<file path="src/rtl/riscv_v_pipe_ctrl.sv">
// ---------------------------------------------------------------------------
// riscv_v_pipe_ctrl
//   Valid/ready control for a linear chain of NUM_STAGES pipeline stage
//   registers. It generates per-stage load enables and flushes, tracks a
//   valid bit per stage, and supports drain/halt/resume sequencing. It also
//   keeps retire and stall performance counters.
//
// Ports
//   clk, rst        clock; asynchronous active-high reset
//   in_valid/ready  upstream handshake into stage 0
//   out_valid/ready downstream handshake out of stage NUM_STAGES-1
//   stall_req       per-stage hazard hold (bit i holds stage i)
//   flush_req/idx   kill stages 0..flush_idx
//   drain_req       stop intake and empty the pipe; resume leaves HALTED
//   stage_en        load enable per stage register
//   stage_flush     flush per stage register
//   stage_valid     registered valid bit per stage
//   occupancy       popcount of stage_valid
//   drained         high while HALTED
//   retire_cnt      wrapping count of output transfers
//   stall_cnt       saturating count of cycles with a stalled valid stage
//
// state  | meaning
// -------+-----------------------------------------------------------
// RUN    | normal operation, intake open
// DRAIN  | intake closed, pipe keeps advancing until it is empty
// HALTED | pipe empty and idle, drained=1, waiting for resume
// ---------------------------------------------------------------------------
module riscv_v_pipe_ctrl #(
  parameter int NUM_STAGES = 4,
  parameter int CNT_W      = 16,
  localparam int IDX_W     = (NUM_STAGES > 1) ? $clog2(NUM_STAGES) : 1,
  localparam int OCC_W     = $clog2(NUM_STAGES + 1)
) (
  input  logic                  clk,
  input  logic                  rst,
  input  logic                  in_valid,
  output logic                  in_ready,
  input  logic                  out_ready,
  output logic                  out_valid,
  input  logic [NUM_STAGES-1:0] stall_req,
  input  logic                  flush_req,
  input  logic [IDX_W-1:0]      flush_idx,
  input  logic                  drain_req,
  input  logic                  resume,
  output logic [NUM_STAGES-1:0] stage_en,
  output logic [NUM_STAGES-1:0] stage_flush,
  output logic [NUM_STAGES-1:0] stage_valid,
  output logic [OCC_W-1:0]      occupancy,
  output logic                  drained,
  output logic [CNT_W-1:0]      retire_cnt,
  output logic [CNT_W-1:0]      stall_cnt
);

  typedef enum logic [1:0] {
    S_RUN    = 2'd0,
    S_DRAIN  = 2'd1,
    S_HALTED = 2'd2
  } state_t;

  state_t                r_state;
  logic [NUM_STAGES-1:0] r_valid;
  logic [CNT_W-1:0]      r_retire_cnt;
  logic [CNT_W-1:0]      r_stall_cnt;

  logic [NUM_STAGES-1:0] w_ready;
  logic [NUM_STAGES-1:0] w_en;
  logic [NUM_STAGES-1:0] w_flush;
  logic [NUM_STAGES-1:0] w_load;
  logic [NUM_STAGES-1:0] w_valid_nxt;
  logic [OCC_W-1:0]      w_occ;
  logic                  w_in_acc;
  logic                  w_xfer;

  // Backpressure ripples from the output end toward stage 0. The carry is a
  // local so the vector never depends on itself inside this block.
  always_comb begin : ready_chain
    logic w_carry;
    w_carry = out_ready;
    w_ready = '0;
    for (int i = NUM_STAGES - 1; i >= 0; i--) begin
      w_carry    = ~stall_req[i] & (~r_valid[i] | w_carry);
      w_ready[i] = w_carry;
    end
  end

  // Flush index wider than the pipe naturally covers every stage.
  always_comb begin
    w_flush = '0;
    for (int i = 0; i < NUM_STAGES; i++) begin
      w_flush[i] = flush_req & (IDX_W'(i) <= flush_idx);
    end
  end

  always_comb begin
    w_occ = '0;
    for (int i = 0; i < NUM_STAGES; i++) begin
      w_occ = w_occ + OCC_W'(r_valid[i]);
    end
  end

  assign in_ready = w_ready[0] & (r_state == S_RUN) & ~flush_req;
  assign w_in_acc = in_valid & in_ready;

  // Value each stage would load: stage 0 takes the accepted input, stage i
  // takes stage i-1 unless that stage is stalled (then a bubble).
  assign w_load = NUM_STAGES'({r_valid & ~stall_req, w_in_acc});

  // Enables and flushes are forced low while reset is held.
  assign w_en        = w_ready & {NUM_STAGES{~rst}};
  assign stage_en    = w_en;
  assign stage_flush = w_flush & {NUM_STAGES{~rst}};

  // Flush wins over both enable and hold.
  assign w_valid_nxt = ((r_valid & ~w_en) | (w_load & w_en)) & ~w_flush;

  assign out_valid = r_valid[NUM_STAGES-1] & ~stall_req[NUM_STAGES-1];
  assign w_xfer    = out_valid & out_ready;

  always_ff @(posedge clk or posedge rst) begin
    if (rst) begin
      r_state      <= S_RUN;
      r_valid      <= '0;
      r_retire_cnt <= '0;
      r_stall_cnt  <= '0;
    end else begin
      r_valid <= w_valid_nxt;

      if (w_xfer) begin
        r_retire_cnt <= r_retire_cnt + 1'b1;
      end

      if ((|(stall_req & r_valid)) && (r_stall_cnt != '1)) begin
        r_stall_cnt <= r_stall_cnt + 1'b1;
      end

      case (r_state)
        S_RUN: begin
          if (drain_req) begin
            r_state <= S_DRAIN;
          end
        end
        S_DRAIN: begin
          if (w_occ == '0) begin
            r_state <= S_HALTED;
          end
        end
        S_HALTED: begin
          if (resume) begin
            r_state <= S_RUN;
          end
        end
        default: r_state <= S_RUN;
      endcase
    end
  end

  assign stage_valid = r_valid;
  assign occupancy   = w_occ;
  assign drained     = (r_state == S_HALTED);
  assign retire_cnt  = r_retire_cnt;
  assign stall_cnt   = r_stall_cnt;

endmodule

</file>
<file path="config.mk">
export PLATFORM = sky130hd
export DESIGN_NAME = riscv_v_pipe_ctrl
export DESIGN_NICKNAME = d
export VERILOG_FILES = /design/src/rtl/riscv_v_pipe_ctrl.sv
export SDC_FILE = /design/constraint.sdc
export NUM_CORES = 1
export LEC_CHECK = 0
export CELL_PAD_IN_SITES_DETAIL_PLACEMENT = 1
export CELL_PAD_IN_SITES_GLOBAL_PLACEMENT = 2
export CORE_MARGIN = 2
export CORE_UTILIZATION = 30
export DETAILED_ROUTE_END_ITERATION = 7
export PLACE_DENSITY_LB_ADDON = 0.25
export SETUP_SLACK_MARGIN = 0.2
export SLEW_MARGIN = 30
export SYNTH_ARGS = -nofsm -noshare
export SYNTH_HDL_FRONTEND = slang
export SYNTH_SLANG_ARGS = --single-unit
</file>
<file path="constraint.sdc">
create_clock -name clk -period 2.9 [get_ports clk]
set_clock_uncertainty 0.15 [all_clocks]
set_input_delay 0.58 -clock clk [delete_from_list [all_inputs] [get_ports clk]]
set_output_delay 0.58 -clock clk [all_outputs]
set_load 0.03 [all_outputs]
</file>
Yosys cells after proc, flatten, opt, wreduce, memory -nomap -nowiden
Index checks and enable logic that the tools add are counted.
{"block": "classes", "addsub": 5, "magnitude_cmp": 4, "eq_ne": 6, "n_mux": 4, "n_bitwise": 38, "reduce_logical": 5}
{"operator": "$add 16x1->16 const B", "count": 2}
{"operator": "$and 4x4->4", "count": 6}
{"operator": "$ne 16x16->1 const B", "count": 1}
{"operator": "$and 1x1->1", "count": 13}
{"operator": "$not 1->1", "count": 10}
{"operator": "$not 4->4", "count": 2}
{"operator": "$mux 2", "count": 3}
{"operator": "$ne 2x2->1 const B", "count": 3}
{"operator": "$pmux 2 s3", "count": 1}
{"operator": "$le 1x2->1 const A", "count": 2}
{"operator": "$le 2x2->1 const A", "count": 2}
{"operator": "$or 1x1->1", "count": 4}
{"operator": "$or 4x4->4", "count": 1}
{"operator": "$reduce_or 4->1", "count": 1}
{"operator": "$add 2x1->3", "count": 1}
{"operator": "$add 3x1->3", "count": 1}
{"operator": "$and 3x3->3", "count": 1}
{"operator": "$logic_not 3->1", "count": 1}
{"operator": "$not 3->3", "count": 1}
{"operator": "$reduce_and 3->1", "count": 1}
{"operator": "$add 1x1->2", "count": 1}
{"operator": "$eq 2x1->1 const B", "count": 1}
{"operator": "$eq 2x2->1 const B", "count": 1}
{"operator": "$logic_not 2->1", "count": 1}
{"operator": "$logic_and 1x1->1", "count": 1}
{"block": "word_totals", "regBits": 38, "out_inout_bits": 50}

Longest topological paths before layout
{"block": "logic_depth", "depth_word": 15, "depth_mapped": 7}

Worst setup path after synthesis
Ideal clock, no wire load.
{"block": "synth_timing", "path_type": "reg2out", "from": "register r_valid[3] (netlist: stage_valid[3])", "to": "output in_ready", "arrival_time_ns": 2.013, "setup_slack_ns": 0.157, "path_stages_with_launch": 6, "path_buffers": 0, "cell_sequence": "dfrtp_1 -> nor2b_1 -> o21a_1 -> o21ai_0 -> a21oi_1 -> nor3b_1"}
{"block": "synth_via", "elab_chain_len": 11}
{"item": "start: declaration", "line_no": "62", "rtl": "logic [NUM_STAGES-1:0] r_valid;"}
{"item": "start signal: assignment", "line_no": "127", "rtl": "r_valid <= w_valid_nxt;"}
{"item": "$not 1->1", "line_no": "82", "rtl": "w_carry = ~stall_req[i] & (~r_valid[i] | w_carry);"}
{"item": "$or 1x1->1", "line_no": "82"}
{"item": "$and 1x1->1", "line_no": "82"}
{"item": "$or 1x1->1", "line_no": "82"}
{"item": "$and 1x1->1", "line_no": "82"}
{"item": "$or 1x1->1", "line_no": "82"}
{"item": "$and 1x1->1", "line_no": "82"}
{"item": "$or 1x1->1", "line_no": "82"}
{"item": "$and 1x1->1", "line_no": "82"}
{"item": "$and 1x1->1 (2 in a row)", "line_no": "102", "rtl": "assign in_ready = w_ready[0] & (r_state == S_RUN) & ~flush_req;"}
{"item": "end: declaration", "line_no": "38", "rtl": "output logic in_ready,"}
Every way passes these cells.

Worst setup path after layout
{"block": "layout_timing", "from": "input out_ready", "to": "output in_ready"}
{"block": "layout_via", "elab_chain_len": 10}
{"item": "start: declaration", "line_no": "39", "rtl": "input logic out_ready,"}
{"item": "$or 1x1->1", "line_no": "82"}
{"item": "$and 1x1->1", "line_no": "82"}
{"item": "$or 1x1->1", "line_no": "82"}
{"item": "$and 1x1->1", "line_no": "82"}
{"item": "$or 1x1->1", "line_no": "82"}
{"item": "$and 1x1->1", "line_no": "82"}
{"item": "$or 1x1->1", "line_no": "82"}
{"item": "$and 1x1->1", "line_no": "82"}
{"item": "$and 1x1->1 (2 in a row)", "line_no": "102"}
Every way passes these cells.

==> metrics.yaml <==
critical_path:
  crit_arrival_ns: 1.93
  cp.required_ns: 2.17
  crit_chain: "clkdlybuf4s50_1, nor2b_1, o21a_1, o21ai_2, a21oi_1, nor3b_2, buf_4"
  crit_fanout: 2
  worstSetupStartpointType: "input port"
  cp_num_cells: 7
  cpMaxStageDelayCell: "clkdlybuf4s50_1"
  crit_type: "input port to output pin"
  end_kind: "output pin"
  ff2ff_setup_slack_ns: 0.78
  cp_num_buf_inv: 2
  cpPeakStageDelay_ns: 0.50
  r2r_cells: 6
  crit_family: "buffers and inverters"
yosys:
  yosysSeqAreaShare_pct: 50.20
  yosys.area_share.adder_pct: 3.699
  syn_avg_cell_area_um2: 10.95
  synth_xor_area_share_pct: 12.48
  synth_top_cell_area_share_pct: 50.20
  syn_inst: 173
  ys_types: 35
  synth-edff-count: 0
  synth_area_um2: 1894
  synth.area.top_cells: "dfrtp_1 (50%), xnor2_1 (9.7%), nand3_1 (3.7%)"
  synth_top_family_by_area: "simple AND/OR/NAND/NOR gates"
  synth_nets: 191
  synth-seq-cells: 38
  synth_compound_area_share_pct: 7.596
  ys.warnings.count: 0
  synth_top_area_cell: "dfrtp_1"
  synthMuxAreaShare_pct: 3.831
  synth_ff_type: "dfrtp_1"
  async_flop_share_pct: 100.0
  synth-simple-area-share_pct: 19.82
run_status:
  outcome: "finished clean"
timing:
  hold_viol_final: 0
  tightest_slew_ns: 0.5447
  period_share_pct: 91.57
  relSlewSlack_pct: 63.62
  whs_ns: 0.3292
  max_freq_ghz: 0.3766
  slew_viol_final: 0
  final-setup-viol-count: 0
  fin_crit_ns: 2.656
  grt_setup_unrepaired: "true"
  setup_tns_ns: 0
clock_network:
  clk_latency_ns: 0.28
  clk_transition_reported_paths_ns: 0.07
  cts_max_path_buffers: 2
  cts_tree: "yes"
  cts_root_buf: "clkbuf_8"
  numClockSinks: 38
  cts_buffers: 5
  cts_max_level: 2
  cts_hold_buf: 0
grt:
  busiest_layer: "met2"
  use_met3_pct: 4.847
  grt_pass1_vias: 1646
  grt-ovfl-total: 0
  use_met2_pct: 23.17
  grt_pass1_wl_um: 8197
  grt_max_degree: 39
  grt_antenna_before_repair: 0
  grt_use_met1_pct: 18.92
  grtUsageTotal_pct: 14.39
floorplanning:
  std_cell_rows: 28
  fp.coreArea_um2: 6026
  die-area_um2: 6966
  fp.dieH_um: 83.47
  initial_utilization_pct: 31.44
  io_pins: 63
  die_x_um: 83.47
cells_and_area:
  area_delta_synth_final_pct: 44.98
  final_core_util_pct: 45.58
  antenna_cells: 0
  fill_cells: 699
  layout-drive-gt1-share_pct: 16.47
  nets: 266
detailed_routing:
  vias: 1586
  antenna_left: 0
  drc: 0
  wl_um: 4732
  vias_per_cell: 4.895
  wl_per_cell_um: 14.60
  drtIter0Drc: 61
  first_pass_iters: 4
min_path:
  hold_path_depth: 1
  min_path_type: "register to register"
power_and_ir_drop:
  p_per_area_nw_per_um2: 450.3
  total_leakage_power_nw: 1.214
  ir_worst_vdd_mv: 0.2476
placement:
  gp_congestion: 0.8350
  dpl.hpwl_um: 3563
  port_buffers: 62
flow_run:
  cap_violations: 0
==> path summary, 6_finish.rpt <==
check,start,to
hold reg to reg,retire_cnt[15]$_DFFE_PP0P_,retire_cnt[15]$_DFFE_PP0P_
setup reg to reg,stall_cnt[0]$_DFFE_PP0P_,stall_cnt[14]$_DFFE_PP0P_
hold / removal,retire_cnt[15]$_DFFE_PP0P_,retire_cnt[15]$_DFFE_PP0P_
min in group asynchronous,rst,stall_cnt[15]$_DFFE_PP0P_
max in group asynchronous,rst,retire_cnt[4]$_DFFE_PP0P_
setup / recovery,out_ready,in_ready
==> stage by stage <==
step | std cells | cell area [um2] | setup WS (ns) | total power [mW]
after global routing | 324 | 2746 | 0.1634 | 1.308
final | 324 | 2746 | 0.2444 | 1.237
after detailed placement | 314 | 2621 | 0.1087 | 0.8778
after global placement | 314 | 2621 | 0.1109 | 0.8766
after CTS | 324 | 2723 | 0.1383 | 1.255
after floorplan | 173 | 1899 | 0.2181 | 0.7578
==> sequential cells by signal, indices dropped and copies added (netlist names) <==
name,cells
r_state,2
retire_cnt,16
stage_valid,4
stall_cnt,16
==> worst reg2reg max path, stage by stage, from the launching register on <==
cell	delay (ns)
dfrtp_1	0.43
ha_1	0.24
nand3_1	0.19
nor3_1	0.14
a211oi_2	0.53
nand3_1	0.17
xnor2_1	0.15
==> routing by layer <==
metal / share of wire (%) / up-vias
li1: - / 764
met2: 47 / 46
met1: 46 / 774
met4: 0.46 / 0
met3: 6.7 / 2
met5: 0 / -
==> area by class of cell <==
class / instances / area, um2 / share of cell area [%]
Clock buffer: 7 / 86.33 / 3.144
Clock inverter: 1 / 5.005 / 0.1822
Inverter: 8 / 30.03 / 1.093
Multi-Input combinational cell: 125 / 927.1 / 33.76
Sequential cell: 38 / 950.9 / 34.62
Tap cell: 75 / 93.84 / 3.417
Timing Repair Buffer: 70 / 653.1 / 23.78
==> layout by cell type (no fill, tap or decap), drive strengths merged, types with 2 or more instances in the layout <==
| master | n |
|---|---|
| mux2i | 2 |
| dfrtp | 38 |
| ha | 4 |
| xor2 | 6 |
| mux2 | 4 |
| dlygate4sd2 | 2 |
| o21a | 3 |
| inv | 8 |
| and4 | 3 |
| a22o | 2 |
| o21ai | 3 |
| nor3b | 2 |
| nand2 | 9 |
| a211oi | 3 |
| nand4 | 10 |
| clkbuf | 8 |
| a31oi | 2 |
| clkdlybuf4s50 | 49 |
| nor2 | 9 |
| buf | 18 |
| xnor2 | 21 |
| and3 | 4 |
| a21oi | 5 |
| nand3 | 14 |
| nor2b | 5 |
| nor3 | 7 |
==> Yosys cell counts (all sizes together), types with 2 or more instances <==
| master | instances |
|---|---|
| a211oi | 3 |
| a22o | 2 |
| mux2i | 2 |
| nor3 | 7 |
| and4 | 3 |
| nor3b | 2 |
| o21a | 3 |
| a31oi | 2 |
| and3 | 4 |
| a21oi | 5 |
| nand2 | 9 |
| ha | 4 |
| o21ai | 3 |
| nand4 | 10 |
| nor2 | 9 |
| nand3 | 14 |
| inv | 8 |
| xor2 | 6 |
| mux2 | 4 |
| xnor2 | 21 |
| dfrtp | 38 |
| nor2b | 5 |
==> report_power, final <==
part	internal, mW	switching, mW	total [mW]
Combinational	0.120	0.140	0.260
Sequential	0.563	0.0425	0.605
Clock	0.192	0.179	0.371
==> cells by family after synthesis <==
logic type                 after synthesis
xor gates and xnor gates                27
muxes                                    6
adders and majority gates                5
buffers and inverters                   10
DFF                                     38
and+or+nand+nor                         67
AOI/OAI and AO/OA                       20
==> repair_timing <==
action / in CTS / in global routing
gates cloned: 0 / 0
setup endpoints to repair: 8 / 5
setup buffers: 2 / 0
resized for setup: 10 / 8
No activity file was read; power rests on OpenSTA's default activity.
